==> src/rtl/lpf_st_sink_if.sv <==
// Purpose : bundle of the Avalon-ST sink handshake and the FIFO read/status
//           signals of lpf_st_sink.
// Modports:
//   master - the side that sources filter beats and pops samples
//            (drives data/valid/error and rd_en).
//   slave  - the lpf_st_sink itself (drives ready, read data and status).
interface lpf_st_sink_if #(
    parameter int IN_W  = 21,
    parameter int OUT_W = 8,
    parameter int DEPTH = 16
);
    localparam int LW = $clog2(DEPTH) + 1;

    logic [IN_W-1:0]  ast_sink_data;
    logic             ast_sink_valid;
    logic [1:0]       ast_sink_error;
    logic             ast_sink_ready;
    logic             rd_en;
    logic [OUT_W-1:0] rd_data;
    logic             rd_valid;
    logic             empty;
    logic [LW-1:0]    level;
    logic [15:0]      err_cnt;
    logic [15:0]      sat_cnt;

    modport master (
        output ast_sink_data, ast_sink_valid, ast_sink_error, rd_en,
        input  ast_sink_ready, rd_data, rd_valid, empty, level, err_cnt, sat_cnt
    );

    modport slave (
        input  ast_sink_data, ast_sink_valid, ast_sink_error, rd_en,
        output ast_sink_ready, rd_data, rd_valid, empty, level, err_cnt, sat_cnt
    );
endinterface

==> src/rtl/lpf_st_sink.sv <==
// Purpose : Avalon-ST sink for the FIR low-pass output. Accepts beats with
//           registered backpressure, drops error-flagged beats, rounds
//           (half-up) and saturates each IN_W-bit result down to OUT_W bits
//           and buffers the samples in a DEPTH-entry FIFO.
// Ports   :
//   sclk  - sole clock, rising edge
//   rst_n - asynchronous active-low reset
//   bus   - lpf_st_sink_if.slave: sink handshake (data/valid/error/ready),
//           pop interface (rd_en/rd_data/rd_valid), status (empty/level),
//           saturating drop and clip counters (err_cnt/sat_cnt)
module lpf_st_sink #(
    parameter int IN_W  = 21,
    parameter int OUT_W = 8,
    parameter int SHIFT = 11,
    parameter int DEPTH = 16
) (
    input  logic        sclk,
    input  logic        rst_n,
    lpf_st_sink_if.slave bus
);
    localparam int PW = $clog2(DEPTH);
    localparam int LW = PW + 1;

    localparam logic signed [IN_W:0] SAT_MAX = (IN_W+1)'((1 << (OUT_W-1)) - 1);
    localparam logic signed [IN_W:0] SAT_MIN = ~SAT_MAX;
    localparam logic signed [IN_W:0] RND     = (IN_W+1)'(1) << (SHIFT-1);

    logic             r_s1_valid;
    logic [IN_W-1:0]  r_s1_data;
    logic [1:0]       r_s1_err;
    logic [PW-1:0]    r_wr_ptr;
    logic [PW-1:0]    r_rd_ptr;
    logic [LW-1:0]    r_level;
    logic             r_ready;
    logic             r_rd_valid;
    logic [OUT_W-1:0] r_rd_data;
    logic [15:0]      r_err_cnt;
    logic [15:0]      r_sat_cnt;
    logic [OUT_W-1:0] r_mem [DEPTH];

    logic               w_accept;
    logic               w_push;
    logic               w_drop;
    logic               w_pop;
    logic signed [IN_W:0] w_ext;
    logic signed [IN_W:0] w_sum;
    logic signed [IN_W:0] w_shr;
    logic               w_clip_hi;
    logic               w_clip_lo;
    logic [OUT_W-1:0]   w_q;
    logic [LW-1:0]      w_level_nxt;
    logic [LW:0]        w_reserved_nxt;

    assign w_accept = bus.ast_sink_valid & r_ready;
    assign w_push   = r_s1_valid & (r_s1_err == 2'b00);
    assign w_drop   = r_s1_valid & (r_s1_err != 2'b00);
    assign w_pop    = bus.rd_en & (r_level != '0);

    // One guard bit keeps the rounding add from overflowing at full scale.
    assign w_ext     = {r_s1_data[IN_W-1], r_s1_data};
    assign w_sum     = w_ext + RND;
    assign w_shr     = w_sum >>> SHIFT;
    assign w_clip_hi = (w_shr > SAT_MAX);
    assign w_clip_lo = (w_shr < SAT_MIN);
    assign w_q       = w_clip_hi ? SAT_MAX[OUT_W-1:0] :
                       w_clip_lo ? SAT_MIN[OUT_W-1:0] : w_shr[OUT_W-1:0];

    always_comb begin
        w_level_nxt = r_level;
        if (w_push && !w_pop) begin
            w_level_nxt = r_level + LW'(1);
        end else if (w_pop && !w_push) begin
            w_level_nxt = r_level - LW'(1);
        end
    end

    // A beat sitting in stage 1 already owns a FIFO slot, so count it when
    // deciding ready; this can drop ready one sample early but never overflows.
    assign w_reserved_nxt = {1'b0, w_level_nxt} + {{LW{1'b0}}, w_accept};

    always_ff @(posedge sclk or negedge rst_n) begin
        if (!rst_n) begin
            r_s1_valid <= 1'b0;
            r_s1_data  <= '0;
            r_s1_err   <= '0;
            r_wr_ptr   <= '0;
            r_rd_ptr   <= '0;
            r_level    <= '0;
            r_ready    <= 1'b0;
            r_rd_valid <= 1'b0;
            r_rd_data  <= '0;
            r_err_cnt  <= '0;
            r_sat_cnt  <= '0;
        end else begin
            r_s1_valid <= w_accept;
            if (w_accept) begin
                r_s1_data <= bus.ast_sink_data;
                r_s1_err  <= bus.ast_sink_error;
            end
            if (w_push) begin
                r_wr_ptr <= r_wr_ptr + PW'(1);
            end
            if (w_pop) begin
                r_rd_ptr  <= r_rd_ptr + PW'(1);
                r_rd_data <= r_mem[r_rd_ptr];
            end
            r_rd_valid <= w_pop;
            r_level    <= w_level_nxt;
            r_ready    <= (w_reserved_nxt < (LW+1)'(DEPTH));
            if (w_drop && (r_err_cnt != 16'hFFFF)) begin
                r_err_cnt <= r_err_cnt + 16'd1;
            end
            if (w_push && (w_clip_hi || w_clip_lo) && (r_sat_cnt != 16'hFFFF)) begin
                r_sat_cnt <= r_sat_cnt + 16'd1;
            end
        end
    end

    // Sample storage carries no reset; validity is tracked by the pointers.
    always_ff @(posedge sclk) begin
        if (w_push) begin
            r_mem[r_wr_ptr] <= w_q;
        end
    end

    assign bus.ast_sink_ready = r_ready;
    assign bus.rd_data        = r_rd_data;
    assign bus.rd_valid       = r_rd_valid;
    assign bus.empty          = (r_level == '0);
    assign bus.level          = r_level;
    assign bus.err_cnt        = r_err_cnt;
    assign bus.sat_cnt        = r_sat_cnt;
endmodule

==> src/flat_wrapper.sv <==
// flat-port wrapper written by rule: the top's interface ports become plain ports
module lpf_st_sink_flat 
#(
    parameter int IN_W  = 21,
    parameter int OUT_W = 8,
    parameter int SHIFT = 11,
    parameter int DEPTH = 16
)
  (sclk, rst_n, bus_ast_sink_data, bus_ast_sink_valid, bus_ast_sink_error, bus_rd_en, bus_ast_sink_ready, bus_rd_data, bus_rd_valid, bus_empty, bus_level, bus_err_cnt, bus_sat_cnt);
  lpf_st_sink_if #(.IN_W(IN_W), .OUT_W(OUT_W), .DEPTH(DEPTH)) bus_i ();
  input  logic sclk;
  input  logic rst_n;
  input wire logic [$bits(bus_i.ast_sink_data)-1:0] bus_ast_sink_data;
  input wire logic [$bits(bus_i.ast_sink_valid)-1:0] bus_ast_sink_valid;
  input wire logic [$bits(bus_i.ast_sink_error)-1:0] bus_ast_sink_error;
  input wire logic [$bits(bus_i.rd_en)-1:0] bus_rd_en;
  output wire logic [$bits(bus_i.ast_sink_ready)-1:0] bus_ast_sink_ready;
  output wire logic [$bits(bus_i.rd_data)-1:0] bus_rd_data;
  output wire logic [$bits(bus_i.rd_valid)-1:0] bus_rd_valid;
  output wire logic [$bits(bus_i.empty)-1:0] bus_empty;
  output wire logic [$bits(bus_i.level)-1:0] bus_level;
  output wire logic [$bits(bus_i.err_cnt)-1:0] bus_err_cnt;
  output wire logic [$bits(bus_i.sat_cnt)-1:0] bus_sat_cnt;
  assign bus_i.ast_sink_data = bus_ast_sink_data;
  assign bus_i.ast_sink_valid = bus_ast_sink_valid;
  assign bus_i.ast_sink_error = bus_ast_sink_error;
  assign bus_i.rd_en = bus_rd_en;
  assign bus_ast_sink_ready = bus_i.ast_sink_ready;
  assign bus_rd_data = bus_i.rd_data;
  assign bus_rd_valid = bus_i.rd_valid;
  assign bus_empty = bus_i.empty;
  assign bus_level = bus_i.level;
  assign bus_err_cnt = bus_i.err_cnt;
  assign bus_sat_cnt = bus_i.sat_cnt;
  lpf_st_sink #(.IN_W(IN_W), .OUT_W(OUT_W), .SHIFT(SHIFT), .DEPTH(DEPTH)) u_core (.sclk(sclk), .rst_n(rst_n), .bus(bus_i));
endmodule
==> config.mk <==
export PLATFORM = sky130hd
export DESIGN_NAME = lpf_st_sink_flat
export DESIGN_NICKNAME = d
export VERILOG_FILES = /design/src/rtl/lpf_st_sink_if.sv /design/src/rtl/lpf_st_sink.sv /design/src/flat_wrapper.sv
export SDC_FILE = /design/constraint.sdc
export NUM_CORES = 1
export LEC_CHECK = 0
export ABC_CLOCK_PERIOD_IN_PS = 6500
export CAP_MARGIN = 20
export CORE_ASPECT_RATIO = 1.2
export CORE_MARGIN = 5
export CORE_UTILIZATION = 55
export CTS_CLUSTER_SIZE = 12
export DETAILED_ROUTE_END_ITERATION = 10
export PLACE_DENSITY = 0.83
export SETUP_SLACK_MARGIN = 0.15
export SLEW_MARGIN = 15
export SYNTH_ARGS = -nofsm -noshare
export SYNTH_HDL_FRONTEND = slang
export SYNTH_SLANG_ARGS = --single-unit
==> constraint.sdc <==
create_clock -name sclk -period 6.5 [get_ports sclk]
set_clock_uncertainty 0.1 [all_clocks]
set_input_delay 1.3 -clock sclk [delete_from_list [all_inputs] [get_ports sclk]]
set_output_delay 1.3 -clock sclk [all_outputs]
set_load 0.02 [all_outputs]
==> results_dict.tcl, run 1 <==
set metrics [dict create \
    hold_depth 2 \
    coreArea_mm2 0.0155 \
    ys_async_sr_fraction_pct 35.0 \
    final_nets 642 \
    power.density_mw_per_mm2 443 \
    diodes 0 \
    vias 4723 \
    grt_usage_pct 19.7 \
    rsz0062_at_grt "no" \
    clk_pin_slew_ns 0.07 \
    syn_to_final_growth_pct 16.7 \
    wl_um 16500 \
    synth.avg_cell_area_um2 16.0 \
    htreeDepth 4 \
    netlist_area_mm2 0.00855 \
    cts_tree "yes" \
    finalSetupViolCount 0 \
    cts_setup_buffers 0 \
    wl_met2_um 8970 \
    r2r_slack_ns 3.20 \
    final_max_slew_viol_count 0 \
    synth.distinct_cells 49 \
    fp.dieW_um 124 \
    drive_above_1_share_pct 15.6 \
    startpoint_type "flop" \
    hold_start "u_core.bus.rd_data[5]$_DFFE_PN0P_" \
    worstPathRequired_ns 5.10 \
    worstRegToRegCells 7 \
    rows 50 \
    cts_root_buffer "clkbuf_16" \
    grt_pass1_wl_um 26700 \
    timing_hold_violations_final 0 \
    drt_iter0_drc 237 \
    hold_path.class "flop to flop" \
    post-route-period-util_pct 52.4 \
    antenna_found_initial 0 \
    top_layer "met4" \
    yosysWarningCount 0 \
    final_util_pct 64.6 \
    met3_length_um 743 \
    clock-sinks 197 \
    ioPinCount 75 \
    worst_pin_slew_ns 1.09 \
    period_minus_slack_ns 3.40 \
    synth_edf_count 128 \
    dieArea_mm2 0.0182 \
    cp-end-kind "output pin" \
    ant_nets 0 \
    wl_per_cell_um 20.0 \
    arrival_ns 2.00 \
    cts_buffer_depth 2 \
    most-common-layout-cells "edfxtp_1 (128), dfrtp_1 (68), clkdlybuf4s50_1 (63)" \
    dr.pass1.iters 5 \
    synth_nets 573 \
    clk_latency_ns 0.43 \
    grt_overflow 0 \
    r2r_start "u_core.r_s1_data[10]$_DFFE_PN0P_" \
    cts_resized 0 \
    cts-buffers-inserted 17 \
    grt_max_degree 70 \
    routedLengthMet1_um 6610 \
    fin_setup_tns_ns 0 \
    reg2reg_to "u_core.r_mem[6][6]$_DFFE_PP_" \
    synth-seq-area-share_pct 65.1 \
    cp_max_fo 7 \
    synth-main-ff-cell "edfxtp_1" \
    outcome "complete, no violations" \
    synthCells 535 \
    max_freq_ghz 0.294 \
    hold_buffers 0 \
    cap_violations 0 \
    slew_headroom_pct 27.1 \
    fp.dieH_um 147 \
    dp_cells 789 \
    hold_end "u_core.bus.rd_data[5]$_DFFE_PN0P_" \
    initial_utilization_pct 55.3 \
    place_congestion 0.875 \
    portBuffers 64 \
    p_leak_uw 0.00364 \
    fin_cells 824 \
    drc 0 \
    peakVddDrop_uv 274 \
    final_common_cell "edfxtp_1" \
    hpwl_um 11000 \
    vias_per_cell 5.73 \
    ys_ff_latch 197 \
    critical_path_class "flop to output pin" \
    grt_pass1_vias 4921 \
]
==> per-layer routing <==
metal | GRT usage [%] | vias up
met4 | 4.49 | 0
met1 | 24.9 | 2403
met5 | 0 | -
li1 | - | 2169
met2 | 33.8 | 136
met3 | 5.39 | 15
==> registers in the layout (all words and copies together), names as in the netlist <==
name and count:
u_core.r_s1_valid 1, u_core.r_s1_err 2, u_core.r_wr_ptr 4, u_core.bus.rd_valid 1, u_core.bus.sat_cnt 16, u_core.bus.ast_sink_ready 1
u_core.bus.rd_data 8, u_core.bus.err_cnt 16, u_core.r_rd_ptr 4, u_core.r_s1_data 11, u_core.r_mem 128, u_core.bus.level 5
==> final cells by class <==
class / instances / area [um2]
fillers: 1079 / 5470
flip-flops and latches: 197 / 5570
clock inverters: 14 / 209
inverters: 15 / 56.3
multi-input cells: 303 / 2780
repair buffers: 70 / 681
well taps: 208 / 260
clock buffers: 17 / 425
==> critical path: stages, from the launching register on <==
cell             delay, ns
dfrtp_1               0.46
inv_1                 0.11
ha_1                  0.13
nor4b_2               0.22
clkdlybuf4s50_1       0.66
==> power breakdown <==
group          internal (uW)  leakage, uW  switching, uW
clock network            678     0.000303            437
registers               1710      0.00202            252
logic                    618      0.00132            721
total                   3010      0.00364           1410
==> logic make-up after synthesis <==
group / count (synthesis) / share of synthesized area (%)
flops: 197 / 65.1
simple gates: 166 / 11.1
compound gates: 25 / 1.77
xor+xnor: 46 / 4.71
fa+ha+maj: 11 / 1.61
mux: 55 / 13.3
buf+inv: 35 / 2.40
==> through the flow <==
stage               instance area, um2  setup WS, ns  power, uW  hold slack, ns
floorplan                         8550          3.92       2870           0.393
global placement                  9320          3.14       3200           0.358
detailed placement                9320          3.09       3290           0.363
CTS                               9950          3.07       4420           0.379
global route                      9980          3.00       4650           0.414
finish                            9980          3.10       4420           0.380
==> how the worst max path moves through the flow <==
stage | cells past startpoint | to | from
2_1_floorplan | 3 | bus_empty | u_core.bus.level[0]$_DFF_PN0_
3_3_place_gp | 7 | u_core.bus.ast_sink_ready$_DFF_PN0_ | bus_rd_en
3_5_place_dp | 7 | u_core.bus.ast_sink_ready$_DFF_PN0_ | bus_rd_en
4_1_cts | 4 | bus_empty | u_core.bus.level[1]$_DFF_PN0_
5_1_grt | 4 | bus_empty | u_core.bus.level[1]$_DFF_PN0_
6_report | 4 | bus_empty | u_core.bus.level[1]$_DFF_PN0_
==> Yosys cell counts (2+ instances only) <==
| cell type | n | area share, % |
|---|---|---|
| buf_2 | 2 | 0.12 |
| dfrtp_1 | 69 | 20 |
| nand4_1 | 12 | 0.88 |
| o21ai_1 | 7 | 0.41 |
| xor2_1 | 12 | 1.2 |
| or3_1 | 3 | 0.22 |
| buf_6 | 4 | 0.53 |
| and4_1 | 3 | 0.31 |
| buf_1 | 2 | 0.088 |
| nand3_2 | 3 | 0.35 |
| nor3_1 | 8 | 0.47 |
| xnor2_1 | 34 | 3.5 |
| ha_1 | 11 | 1.6 |
| and2_1 | 22 | 1.6 |
| nand3_1 | 13 | 0.76 |
| o21a_1 | 2 | 0.18 |
| inv_1 | 14 | 0.61 |
| edfxtp_1 | 128 | 45 |
| o22ai_1 | 3 | 0.22 |
| and3_1 | 11 | 0.80 |
| a21oi_1 | 2 | 0.12 |
| mux2_1 | 2 | 0.26 |
| mux4_2 | 23 | 6.1 |
| mux2_2 | 12 | 1.6 |
| nor2_2 | 2 | 0.15 |
| nand4b_1 | 3 | 0.31 |
| nand4_2 | 11 | 1.6 |
| mux4_1 | 17 | 5.2 |
| o21ai_0 | 5 | 0.29 |
| nor4_1 | 2 | 0.15 |
| clkbuf_1 | 8 | 0.35 |
| nor2_1 | 16 | 0.70 |
| nand2_1 | 53 | 2.3 |
Power figures use the tool's default switching activity.
==> run 2: changes to the inputs <==
--- a/config.mk
+++ b/config.mk
@@ -5,14 +5,14 @@
 export SDC_FILE = /design/constraint.sdc
 export NUM_CORES = 1
 export LEC_CHECK = 0
-export ABC_CLOCK_PERIOD_IN_PS = 6500
+export ABC_CLOCK_PERIOD_IN_PS = 3000
 export CAP_MARGIN = 20
 export CORE_ASPECT_RATIO = 1.2
 export CORE_MARGIN = 5
-export CORE_UTILIZATION = 55
+export CORE_UTILIZATION = 52
 export CTS_CLUSTER_SIZE = 12
 export DETAILED_ROUTE_END_ITERATION = 10
-export PLACE_DENSITY = 0.83
+export PLACE_DENSITY = 0.82
 export SETUP_SLACK_MARGIN = 0.15
 export SLEW_MARGIN = 15
 export SYNTH_ARGS = -nofsm -noshare
==> constraint.sdc (replaced) <==
create_clock -name sclk -period 3 [get_ports sclk]
set_clock_uncertainty 0.1 [all_clocks]
set_input_delay 0.6 -clock sclk [delete_from_list [all_inputs] [get_ports sclk]]
set_output_delay 0.6 -clock sclk [all_outputs]
set_load 0.02 [all_outputs]
==> results_dict.tcl, run 2 (synthesis gave the netlist of run 1 again) <==
set metrics [dict create \
    crit_family "simple AND/OR/NAND/NOR gates" \
    cts_tree "yes" \
    ioPinCount 75 \
    final_nets 650 \
    cts_buffer_depth 2 \
    most-common-layout-cells "edfxtp_1 (128), dfrtp_1 (68), clkdlybuf4s50_1 (62)" \
    timing_hold_violations_final 0 \
    vias 4744 \
    fin_cells 837 \
    p_leak_uw 0.00366 \
    fp.dieH_um 150 \
    cp_max_fo 16 \
    r2r_start "u_core.r_s1_data[10]$_DFFE_PN0P_" \
    finalSetupViolCount 0 \
    worstPathRequired_ns 3.03 \
    max_freq_ghz 0.382 \
    portBuffers 64 \
    clock-sinks 197 \
    hpwl_um 11400 \
    dp_cells 805 \
    vias_per_cell 5.67 \
    top_register "u_core.r_mem" \
    cts_setup_buffers 0 \
    crit_top_cell "o21ai_2" \
    coreArea_mm2 0.0162 \
    rsz0062_at_grt "no" \
    period_minus_slack_ns 2.62 \
    dr.pass1.iters 5 \
    wl_um 16400 \
    hold_buffers 0 \
    fin_hold_ws_ns 0.117 \
    hold_path.class "primary input to async pin" \
    arrival_ns 2.65 \
    cts-buffers-inserted 17 \
    drive_above_1_share_pct 16.6 \
    max_stage_delay_ns 0.55 \
    dieArea_mm2 0.0191 \
    critical_path_class "flop to flop" \
    htreeDepth 4 \
    final_common_cell "edfxtp_1" \
    wl_per_cell_um 19.6 \
    grt_max_degree 36 \
    clk_latency_ns 0.42 \
    antenna_found_initial 0 \
    final_max_slew_viol_count 0 \
    rows 51 \
    startpoint_type "flop" \
    cts_root_buffer "clkbuf_16" \
    ant_nets 0 \
    multi_input_area_mm2 0.00279 \
    largest_reg_flops 128 \
    grt_pass1_vias 5007 \
    drc 0 \
    worstRegToRegCells 7 \
    cp_cell_sequence "ha_1 -> nand4_2 -> nor3_1 -> xor2_1 -> o21ai_2 -> and2_1 -> o21ai_2" \
    grt_overflow 0 \
    initial_utilization_pct 52.8 \
    diodes 0 \
    place_congestion 0.872 \
    drt_iter0_drc 304 \
    reg2reg_to "u_core.r_mem[8][6]$_DFFE_PP_" \
    power.density_mw_per_mm2 930 \
    crit_slowest_cell "o21ai_2" \
    cp_num_buf_inv 0 \
    grt_pass1_wl_um 26300 \
    peakVddDrop_uv 621 \
    slew_headroom_pct 52.3 \
    r2r_slack_ns 0.38 \
    outcome "complete, no violations" \
    clk_pin_slew_ns 0.06 \
    syn_to_final_growth_pct 16.7 \
    fp.dieW_um 127 \
    fin_setup_tns_ns 0 \
    cp-end-kind "flop" \
    seqCellArea_mm2 0.00557 \
    post-route-period-util_pct 87.3 \
    worst_pin_slew_ns 0.716 \
    fillers 1206 \
    cap_violations 0 \
    grt_usage_pct 18.3 \
]
run 2: cell types whose count changed in the layout (fill, tap and decap cells not counted), moves of 2 or more:
cell       before  now
buf_4           6   13
bufinv_16       5    1
clkbuf_1        0    3
clkinv_2        3    5
o21ai_1         6    4
o21ai_2         2    4
run 2: worst register-to-register path: stages (launching register included):
cell,delay [ns]
dfrtp_1,0.41
ha_1,0.31
nand4_2,0.14
nor3_1,0.28
xor2_1,0.21
o21ai_2,0.08
and2_1,0.25
o21ai_2,0.55
run 2: worst max-delay path by stage:
stage          slack (ns)                       endpoint  depth (start not counted)                             start
2_1_floorplan        0.64   u_core.r_mem[0][0]$_DFFE_PP_                          7  u_core.r_s1_data[10]$_DFFE_PN0P_
3_3_place_gp         0.39   u_core.r_mem[2][0]$_DFFE_PP_                          7  u_core.r_s1_data[10]$_DFFE_PN0P_
3_5_place_dp         0.13   u_core.r_mem[7][6]$_DFFE_PP_                          7  u_core.r_s1_data[10]$_DFFE_PN0P_
4_1_cts              0.18  u_core.r_mem[12][0]$_DFFE_PP_                          7  u_core.r_s1_data[10]$_DFFE_PN0P_
5_1_grt              0.19   u_core.r_mem[4][6]$_DFFE_PP_                          7  u_core.r_s1_data[10]$_DFFE_PN0P_
6_report             0.38   u_core.r_mem[8][6]$_DFFE_PP_                          7  u_core.r_s1_data[10]$_DFFE_PN0P_
run 2: report_power, final:
group | total, uW | switching (uW) | internal (uW)
logic | 3050 | 1640 | 1410
registers | 4170 | 462 | 3710
clock network | 2070 | 914 | 1150
total | 9280 | 3020 | 6270
run 2: metal layers:
| layer | share of wire (%) | vias up | GRT usage [%] |
|---|---|---|---|
| met5 | 0 | - | 0 |
| met4 | 1.2 | 0 | 5.74 |
| met3 | 4.5 | 12 | 4.93 |
| met2 | 55 | 141 | 33.1 |
| met1 | 40 | 2413 | 21.3 |
| li1 | - | 2178 | - |
run 2: final cells by class:
class                           instances  area share, %
Clock inverter                         11          0.865
Timing Repair Buffer                   78           7.57
Tap cell                              212           2.66
Sequential cell                       197           55.8
Clock buffer                           21           4.51
Multi-Input combinational cell        303           28.0
Inverter                               15          0.564
run 2: repair_timing:
item                       in CTS  in global routing
pin swaps                       0                  0
setup endpoints to repair      16                 49
cloned                          0                  0
gates resized for setup         1                  4
run 2: per-stage QoR:
step,area [um2],power (uW),utilization [%],setup slack (ns)
finish,9980,9280,61.6,0.380
global route,9980,9770,61.6,0.186
CTS,9960,9350,61.5,0.178
detailed placement,9420,7260,58.1,0.134
global placement,9420,7080,58.1,0.390
floorplan,8550,6220,-,0.636
